==> config.mk <==
export PLATFORM = sky130hd
export DESIGN_NAME = inst_fetch_bus_if_flat
export DESIGN_NICKNAME = d
export VERILOG_FILES = /design/src/rtl/inst_fetch_bus_if_pkg.sv /design/src/rtl/inst_fetch_bus_if_if.sv /design/src/rtl/inst_fetch_bus_if.sv /design/src/flat_wrapper.sv
export SDC_FILE = /design/constraint.sdc
export NUM_CORES = 1
export LEC_CHECK = 0
export ABC_CLOCK_PERIOD_IN_PS = 2700
export CAP_MARGIN = 20
export CORE_MARGIN = 10
export CORE_UTILIZATION = 28
export CTS_CLUSTER_SIZE = 25
export DETAILED_ROUTE_END_ITERATION = 10
export PLACE_DENSITY = 0.65
export SLEW_MARGIN = 20
export SYNTH_ARGS = -nofsm -noshare
export SYNTH_HDL_FRONTEND = slang
export SYNTH_SLANG_ARGS = --single-unit
==> constraint.sdc <==
create_clock -name clk -period 2.7 [get_ports clk]
set_clock_uncertainty 0.2 [all_clocks]
set_input_delay 0.27 -clock clk [delete_from_list [all_inputs] [get_ports clk]]
set_output_delay 0.27 -clock clk [all_outputs]
set_load 0.02 [all_outputs]
==> src/rtl/inst_fetch_bus_if_pkg.sv <==
// Shared constants and FSM encoding for the instruction-fetch bus interface.
package inst_fetch_bus_if_pkg;

  localparam logic        RstEnable  = 1'b1;
  localparam logic        ChipEnable = 1'b1;
  localparam logic [31:0] ZeroWord   = 32'h0000_0000;
  localparam logic [31:0] NopInst    = 32'h0000_0000;

  typedef enum logic [1:0] {
    IfIdle  = 2'd0,
    IfBusy  = 2'd1,
    IfHold  = 2'd2,
    IfDrain = 2'd3
  } if_state_e;

  function automatic logic [31:0] word_align(input logic [31:0] addr);
    return {addr[31:2], 2'b00};
  endfunction

endpackage

==> src/rtl/inst_fetch_bus_if_if.sv <==
// Single-beat instruction memory bus: cycle/strobe/address out, data/ack back.
interface inst_fetch_bus_if_if;
  logic        bus_cyc_o;
  logic        bus_stb_o;
  logic [31:0] bus_addr_o;
  logic [31:0] bus_data_i;
  logic        bus_ack_i;

  // Handshake: the master holds cyc/stb and a stable address until the slave
  // returns a one-cycle ack; data is valid only in the ack cycle, and cyc/stb
  // fall on the edge after ack.
  modport master (
    output bus_cyc_o, bus_stb_o, bus_addr_o,
    input  bus_data_i, bus_ack_i
  );

  modport slave (
    input  bus_cyc_o, bus_stb_o, bus_addr_o,
    output bus_data_i, bus_ack_i
  );
endinterface

==> src/rtl/inst_fetch_bus_if.sv <==
// Turns each PC-stage fetch address into one bus read, stalls the pipeline
// while it is outstanding and absorbs flushes without breaking the bus cycle.
module inst_fetch_bus_if
  import inst_fetch_bus_if_pkg::*;
#(
  parameter logic [31:0] NOP_INST = NopInst
) (
  input  logic                     clk,
  input  logic                     rst,
  input  logic                     ce_i,
  input  logic [31:0]              pc_i,
  input  logic [31:0]              excepttype_i,
  input  logic [5:0]               stall,
  input  logic                     flush,
  output logic [31:0]              inst_o,
  output logic [31:0]              excepttype_o,
  output logic                     stallreq,
  inst_fetch_bus_if_if.master      bus,
  output if_state_e                dbg_state
);

  if_state_e   state;
  logic [31:0] inst_q;
  logic        accept;
  logic        stall_any;

  assign accept    = (ce_i == ChipEnable) && !flush && (excepttype_i == ZeroWord);
  assign stall_any = (stall != 6'd0);
  assign dbg_state = state;

  always_ff @(posedge clk) begin
    if (rst == RstEnable) begin
      state          <= IfIdle;
      bus.bus_cyc_o  <= 1'b0;
      bus.bus_stb_o  <= 1'b0;
      bus.bus_addr_o <= ZeroWord;
      inst_q         <= NOP_INST;
    end else begin
      case (state)
        IfIdle: begin
          if (accept) begin
            state          <= IfBusy;
            bus.bus_cyc_o  <= 1'b1;
            bus.bus_stb_o  <= 1'b1;
            bus.bus_addr_o <= word_align(pc_i);
          end
        end
        IfBusy: begin
          if (bus.bus_ack_i) begin
            bus.bus_cyc_o <= 1'b0;
            bus.bus_stb_o <= 1'b0;
            if (flush) begin
              state <= IfIdle;
            end else begin
              inst_q <= bus.bus_data_i;
              state  <= stall_any ? IfHold : IfIdle;
            end
          end else if (flush) begin
            // The slave cannot be told to abort, so keep the cycle open and wait.
            state <= IfDrain;
          end
        end
        IfHold: begin
          if (flush || !stall_any) state <= IfIdle;
        end
        IfDrain: begin
          if (bus.bus_ack_i) begin
            bus.bus_cyc_o <= 1'b0;
            bus.bus_stb_o <= 1'b0;
            state         <= IfIdle;
          end
        end
        default: state <= IfIdle;
      endcase
    end
  end

  always_comb begin
    stallreq     = 1'b0;
    inst_o       = NOP_INST;
    excepttype_o = ZeroWord;
    case (state)
      IfIdle: begin
        stallreq     = accept;
        excepttype_o = excepttype_i;
      end
      IfBusy: begin
        if (bus.bus_ack_i) begin
          if (!flush) inst_o = bus.bus_data_i;
        end else begin
          stallreq = 1'b1;
        end
      end
      IfHold:  inst_o   = inst_q;
      IfDrain: stallreq = 1'b1;
      default: ;
    endcase
  end

endmodule

==> src/flat_wrapper.sv <==
// flat-port wrapper written by rule: the top's interface ports become plain ports
module inst_fetch_bus_if_flat import inst_fetch_bus_if_pkg::*;
#(
  parameter logic [31:0] NOP_INST = NopInst
)
  (clk, rst, ce_i, pc_i, excepttype_i, stall, flush, inst_o, excepttype_o, stallreq, dbg_state, bus_bus_cyc_o, bus_bus_stb_o, bus_bus_addr_o, bus_bus_data_i, bus_bus_ack_i);
  inst_fetch_bus_if_if bus_i ();
  input  logic clk;
  input  logic rst;
  input  logic ce_i;
  input  logic [31:0] pc_i;
  input  logic [31:0] excepttype_i;
  input  logic [5:0] stall;
  input  logic flush;
  output logic [31:0] inst_o;
  output logic [31:0] excepttype_o;
  output logic stallreq;
  output if_state_e dbg_state;
  output wire logic [$bits(bus_i.bus_cyc_o)-1:0] bus_bus_cyc_o;
  output wire logic [$bits(bus_i.bus_stb_o)-1:0] bus_bus_stb_o;
  output wire logic [$bits(bus_i.bus_addr_o)-1:0] bus_bus_addr_o;
  input wire logic [$bits(bus_i.bus_data_i)-1:0] bus_bus_data_i;
  input wire logic [$bits(bus_i.bus_ack_i)-1:0] bus_bus_ack_i;
  assign bus_bus_cyc_o = bus_i.bus_cyc_o;
  assign bus_bus_stb_o = bus_i.bus_stb_o;
  assign bus_bus_addr_o = bus_i.bus_addr_o;
  assign bus_i.bus_data_i = bus_bus_data_i;
  assign bus_i.bus_ack_i = bus_bus_ack_i;
  inst_fetch_bus_if #(.NOP_INST(NOP_INST)) u_core (.clk(clk), .rst(rst), .ce_i(ce_i), .pc_i(pc_i), .excepttype_i(excepttype_i), .stall(stall), .flush(flush), .inst_o(inst_o), .excepttype_o(excepttype_o), .stallreq(stallreq), .bus(bus_i), .dbg_state(dbg_state));
endmodule
After elaboration in Yosys (flattened, before gate mapping)
Cells that the tools add are included.

storage, ports and cells
  register bits = 65
  input bits = 107
  output and inout port bits = 101
  logic and storage cells = 44

operators by class
  equal/unequal tests = 8
  mux-type cells = 17
  bitwise gates (word level) = 1
  reduce and logical (&&, ||, !) cells = 14

operator list
  cell                                                                    count
  32-bit two-way mux                                                      3
  32-bit one-hot mux with 2 select lines                                  1
  32-bit logical NOT                                                      1
  2-bit two-way mux                                                       7
  2-bit one-hot mux with 4 select lines                                   1
  2-bit by 1-bit != test with 1-bit output (second input constant)        3
  3-bit AND reduction                                                     2
  6-bit nonzero test                                                      1
  2-bit equality test (second input constant)                             2
  4-bit AND reduction                                                     1
  1-bit two-way mux                                                       3
  3-bit != test (second input constant)                                   1
  1-bit one-hot mux with 3 select lines                                   1
  2-bit by 1-bit equality test with 1-bit output (second input constant)  1
  1-bit logical AND                                                       2
  1-bit logical NOT                                                       2
  2-bit logical NOT                                                       1
  2-bit != test (second input constant)                                   1
  1-bit one-hot mux with 2 select lines                                   1
  2-bit AND reduction                                                     1
  2-bit nonzero test                                                      1
  2-bit OR reduction                                                      1
  1-bit logical OR                                                        1
  1-bit inverter                                                          1

Depth between registers and ports, before layout
  word-level depth = 5
  depth in mapped cells = 8
  gate-level depth less buffers = 6

Least setup slack after synthesis
Ideal clock, no wire load.

  kind = reg-to-output
  start = register u_core.state[0] (netlist: u_core.dbg_state[0])
  end = output port stallreq
  arrival time = 1.921 ns
  data required time = 2.230 ns
  setup slack = 0.309 ns
  cell stages (with the launch flop) = 8
  path buffers = 2
  cells stage by stage = dfxtp_1 inv_1 ha_1 inv_1 or4_1 clkbuf_1 buf_2 a21oi_2

on the way
  longest elaborated chain between the ends = 2
  elaborated cells on any way between the ends = 4
  those cells by class = eq/ne (2); mux (1); reduce/logical (1)

ends and longest elaborated chain
  element                                            line                     text
  start, declared                                    inst_fetch_bus_if.sv:22  if_state_e state;
  start signal, assigned                             inst_fetch_bus_if.sv:33  state <= IfIdle;
  start signal, assigned                             inst_fetch_bus_if.sv:42  state <= IfBusy;
  start signal, assigned                             inst_fetch_bus_if.sv:53  state <= IfIdle;
  2-bit equality test, or another cell as far along  inst_fetch_bus_if.sv:82  case (state)
  1-bit one-hot mux with 3 select lines (*)          inst_fetch_bus_if.sv:82
  end, declared                                      flat_wrapper.sv:17       output logic stallreq;

Mark *: on every way between the ends. The rest lies on a longest branch, timed or not.

Worst setup path in the final report
  start = input port excepttype_i[3]
  end = output port stallreq

on the way
  longest elaborated chain between the ends = 3

ends and longest elaborated chain
  element                                line                     text
  start, declared                        flat_wrapper.sv:12       input logic [31:0] excepttype_i;
  32-bit logical NOT                     inst_fetch_bus_if.sv:27  assign accept = (ce_i == ChipEnable) && !flush && (excepttype_i == ZeroWord);
  1-bit logical AND                      inst_fetch_bus_if.sv:27
  1-bit one-hot mux with 3 select lines  inst_fetch_bus_if.sv:82

No other way between the ends.

==> results.py <==
metrics = {
    "yosys": {
        "synthDistinctLibCells": 28,
        "ys_seq_area_share_pct": 41.52,
        "synth_compound_area_share_pct": 19.28,
        "avgSynthCellArea_sq_um": 7.222,
        "synth.top_cell.area_share_pct": 41.52,
        "synth_xor_area_share_pct": 0,
        "synth_fa_ha_area_share_pct": 2.395,
        "yosysWarningCount": 0,
        "yosys-top-cells-area": "dfxtp_1, nand2_1, a21oi_1, a21boi_0, and2_1",
        "synth_area_leader_cell": "dfxtp_1",
        "synth_top_family_by_area": "simple AND/OR/NAND/NOR gates",
        "synthMuxAreaShare_pct": 0.9980,
        "syn_inst": 434,
        "syn_area_sq_um": 3134,
        "yosys.area_share.simple_pct": 30.66,
        "ys_ff_latch": 65,
    },
    "sta": {
        "fin_crit_ns": 2.590,
        "drv_slew": 0,
        "relSlewSlack_pct": 56.10,
        "rsz0062_at_grt": "false",
        "finalSetupTns_ns": 0,
        "fin_crit_sh_pct": 95.94,
        "finalHoldViolations": 0,
        "tightest_slew_ns": 0.6585,
        "layout_setup_ws_ns": 0.1097,
        "setup_viol_count_final": 0,
        "max_freq_ghz": 0.3861,
    },
    "die": {
        "die_h_um": 125.8,
        "core_area_sq_um": 10890,
        "ios": 208,
        "die_w_um": 125.8,
        "num_rows": 38,
        "dieArea_sq_um": 15830,
        "start_util_pct": 28.79,
    },
    "grt": {
        "grt_pass1_vias": 3578,
        "grt_use_total_pct": 14.48,
        "grt_max_degree": 39,
        "grt_pass1_wl_um": 19020,
        "antenna_found_initial": 0,
        "globalRouteOverflowTotal": 0,
    },
    "route": {
        "wl_per_cell_um": 15.82,
        "wirelength_um": 12310,
        "firstDrtPassIters": 6,
        "drtIter0Drc": 164,
        "drcViolationCount": 0,
        "ant_nets": 0,
        "vias": 3531,
        "viasPerCell": 4.539,
    },
    "critical_path": {
        "path_cells": "clkdlybuf4s50_1 -> nor4b_2 -> buf_4 -> nand4_1 -> or4_4 -> a21oi_4 -> buf_4",
        "crit_fanout": 2,
        "critPathKind": "in2out",
        "end_kind": "primary output",
        "rr_worst_depth": 7,
        "crit_path_frequent_cell": "buf_4",
        "max_stage_delay_ns": 0.47,
        "r2r_slack_ns": 0.71,
        "worstPathRequired_ns": 2.23,
        "critPathLaunchType": "primary input",
        "cp.arrival_ns": 2.12,
        "cpMaxStageDelayCell": "or4_4",
    },
    "cts": {
        "root_buffer": "clkbuf_8",
        "clk_pin_slew_ns": 0.07,
        "cts_tree": "yes",
        "numCtsBuffers": 9,
        "clockBufferDepth": 2,
        "h-tree-depth": 3,
        "cts_hold_buf": 0,
        "clkLatencyLatePin_ns": 0.32,
        "cts.sinks": 65,
    },
    "pwr": {
        "powerDensity_nw_per_um2": 361.7,
        "leakage_nw": 1.849,
        "peakVddDrop_mv": 0.2110,
        "finalPower_mw": 1.954,
    },
    "final_layout": {
        "nFillCells": 1085,
        "antenna_cells": 0,
        "syn2layout_area_growth_pct": 72.34,
        "nets": 746,
        "stdcell_area_sq_um": 5401,
        "drive_gt1_share_pct": 11.29,
    },
    "place": {
        "place_congestion": 0.8829,
        "hpwl_um": 9540,
        "io_buffers": 203,
        "place_ws_ns": -0.4329,
        "placed_cell_area_sq_um": 5375,
    },
    "outcome": {
        "status": "finished clean",
    },
    "hold_path": {
        "min_path_type": "reg2reg",
        "holdPathStages": 2,
    },
    "flow_run": {
        "max_cap_viol_count": 0,
    },
}
-- Yosys cell counts --
cell type / count
buf_2: 6
clkbuf_1: 25
and2_1: 32
nor2b_1: 3
inv_1: 3
or2_2: 1
or4_1: 2
a21oi_2: 1
mux2_2: 1
nor3_1: 3
nand2b_1: 2
mux2i_1: 2
buf_4: 3
conb_1: 1
nand4_1: 1
o211ai_1: 1
a21boi_0: 32
o21bai_1: 1
o21ai_0: 4
nor4_1: 8
nor2_1: 4
dfxtp_1: 65
nor4b_1: 1
nand3_1: 2
ha_1: 6
nand2_1: 159
a21oi_1: 64
or3_1: 1
-- cells by family (layout without fill, tap and decap cells) --
kind of cell / count (synthesis) / count (layout)
muxes: 3 / 3
AOI/OAI and AO/OA: 103 / 103
buffers and inverters: 37 / 240
and+or+nand+nor: 219 / 219
DFF: 65 / 65
other: 1 / 2
adders and majority gates: 6 / 6
-- per-layer routing --
layer  global-route usage [%]  share of wire [%]  vias up  routed length, um
met5                        0                  0        -                  0
met4                    3.148               0.85        0                105
met3                    6.124                8.3        9               1018
met2                    25.20                 49      133               5996
met1                    16.10                 42     1576               5187
li1                         -                  -     1813                  -
-- worst paths after layout --
kind,start,endpoint
hold / removal,u_core.bus.bus_addr_o[18],u_core.bus.bus_addr_o[18]
setup reg to reg,u_core.dbg_state[1],u_core.bus.bus_addr_o[4]
hold reg to reg,u_core.bus.bus_addr_o[18],u_core.bus.bus_addr_o[18]
setup / recovery,excepttype_i[3],stallreq
-- flip-flops by register name, indices dropped and copies added (netlist names) --
signal                 count
u_core.inst_q             32
u_core.bus.bus_addr_o     30
u_core.dbg_state           2
u_core.bus.bus_cyc_o       1
-- area by class of cell --
type,instances,area [sq um],share of cell area [%]
clock buffer,10,127.6,2.363
clock inverter,6,35.03,0.6486
inverter,3,11.26,0.2085
multi-input combinational,333,1705,31.57
sequential,65,1301,24.09
tap,140,175.2,3.243
timing repair buffer,221,2046,37.87
-- cells in the final DEF, fill, tap and decap left out, types with 2 or more instances in the layout --
| cell type | synthesis | routed |
|---|---|---|
| dfxtp_1 | 65 | 65 |
| nor2_1 | 4 | 3 |
| conb_1 | 1 | 2 |
| ha_1 | 6 | 6 |
| buf_4 | 3 | 16 |
| nand2_1 | 159 | 159 |
| mux2i_1 | 2 | 2 |
| a21boi_0 | 32 | 32 |
| o21ai_0 | 4 | 4 |
| nor4_1 | 8 | 7 |
| nand3_1 | 2 | 2 |
| a21oi_1 | 64 | 64 |
| clkbuf_8 | 0 | 9 |
| clkbuf_2 | 0 | 30 |
| clkinv_2 | 0 | 4 |
| buf_12 | 0 | 3 |
| nor2b_1 | 3 | 3 |
| nand2b_1 | 2 | 2 |
| clkinvlp_4 | 0 | 2 |
| and2_1 | 32 | 32 |
| inv_1 | 3 | 3 |
| clkdlybuf4s50_1 | 0 | 169 |
| nor3_1 | 3 | 3 |
-- what timing repair did --
item,in CTS,in global routing
resized for setup,38,95
pin swaps,0,2
setup buffers,0,0
setup endpoints to repair,33,33
-- stage by stage --
step | utilization, % | hold slack, ns | std cells
after floorplan | - | 0.2105 | 435
final | 49.61 | 0.2482 | 778
after detailed placement | 49.37 | 0.2425 | 762
after global placement | 49.37 | 0.2387 | 762
after CTS | 50.54 | 0.2483 | 778
after global routing | 49.61 | 0.2715 | 778
-- worst max-delay path: cells and delay by family --
family	cells	cell delay, ns
compound gates	1	0.18
buf+inv	3	0.77
simple gates	3	0.90
-- power by group --
part | total, mW | internal (mW) | leakage, nW | switching, mW
clock network | 0.701 | 0.327 | 0.0818 | 0.375
logic | 0.295 | 0.191 | 1.24 | 0.104
registers | 0.958 | 0.958 | 0.523 | 0.0000000000320
total | 1.95 | 1.48 | 1.85 | 0.478
Note: power is estimated with default switching activity, not from simulation.
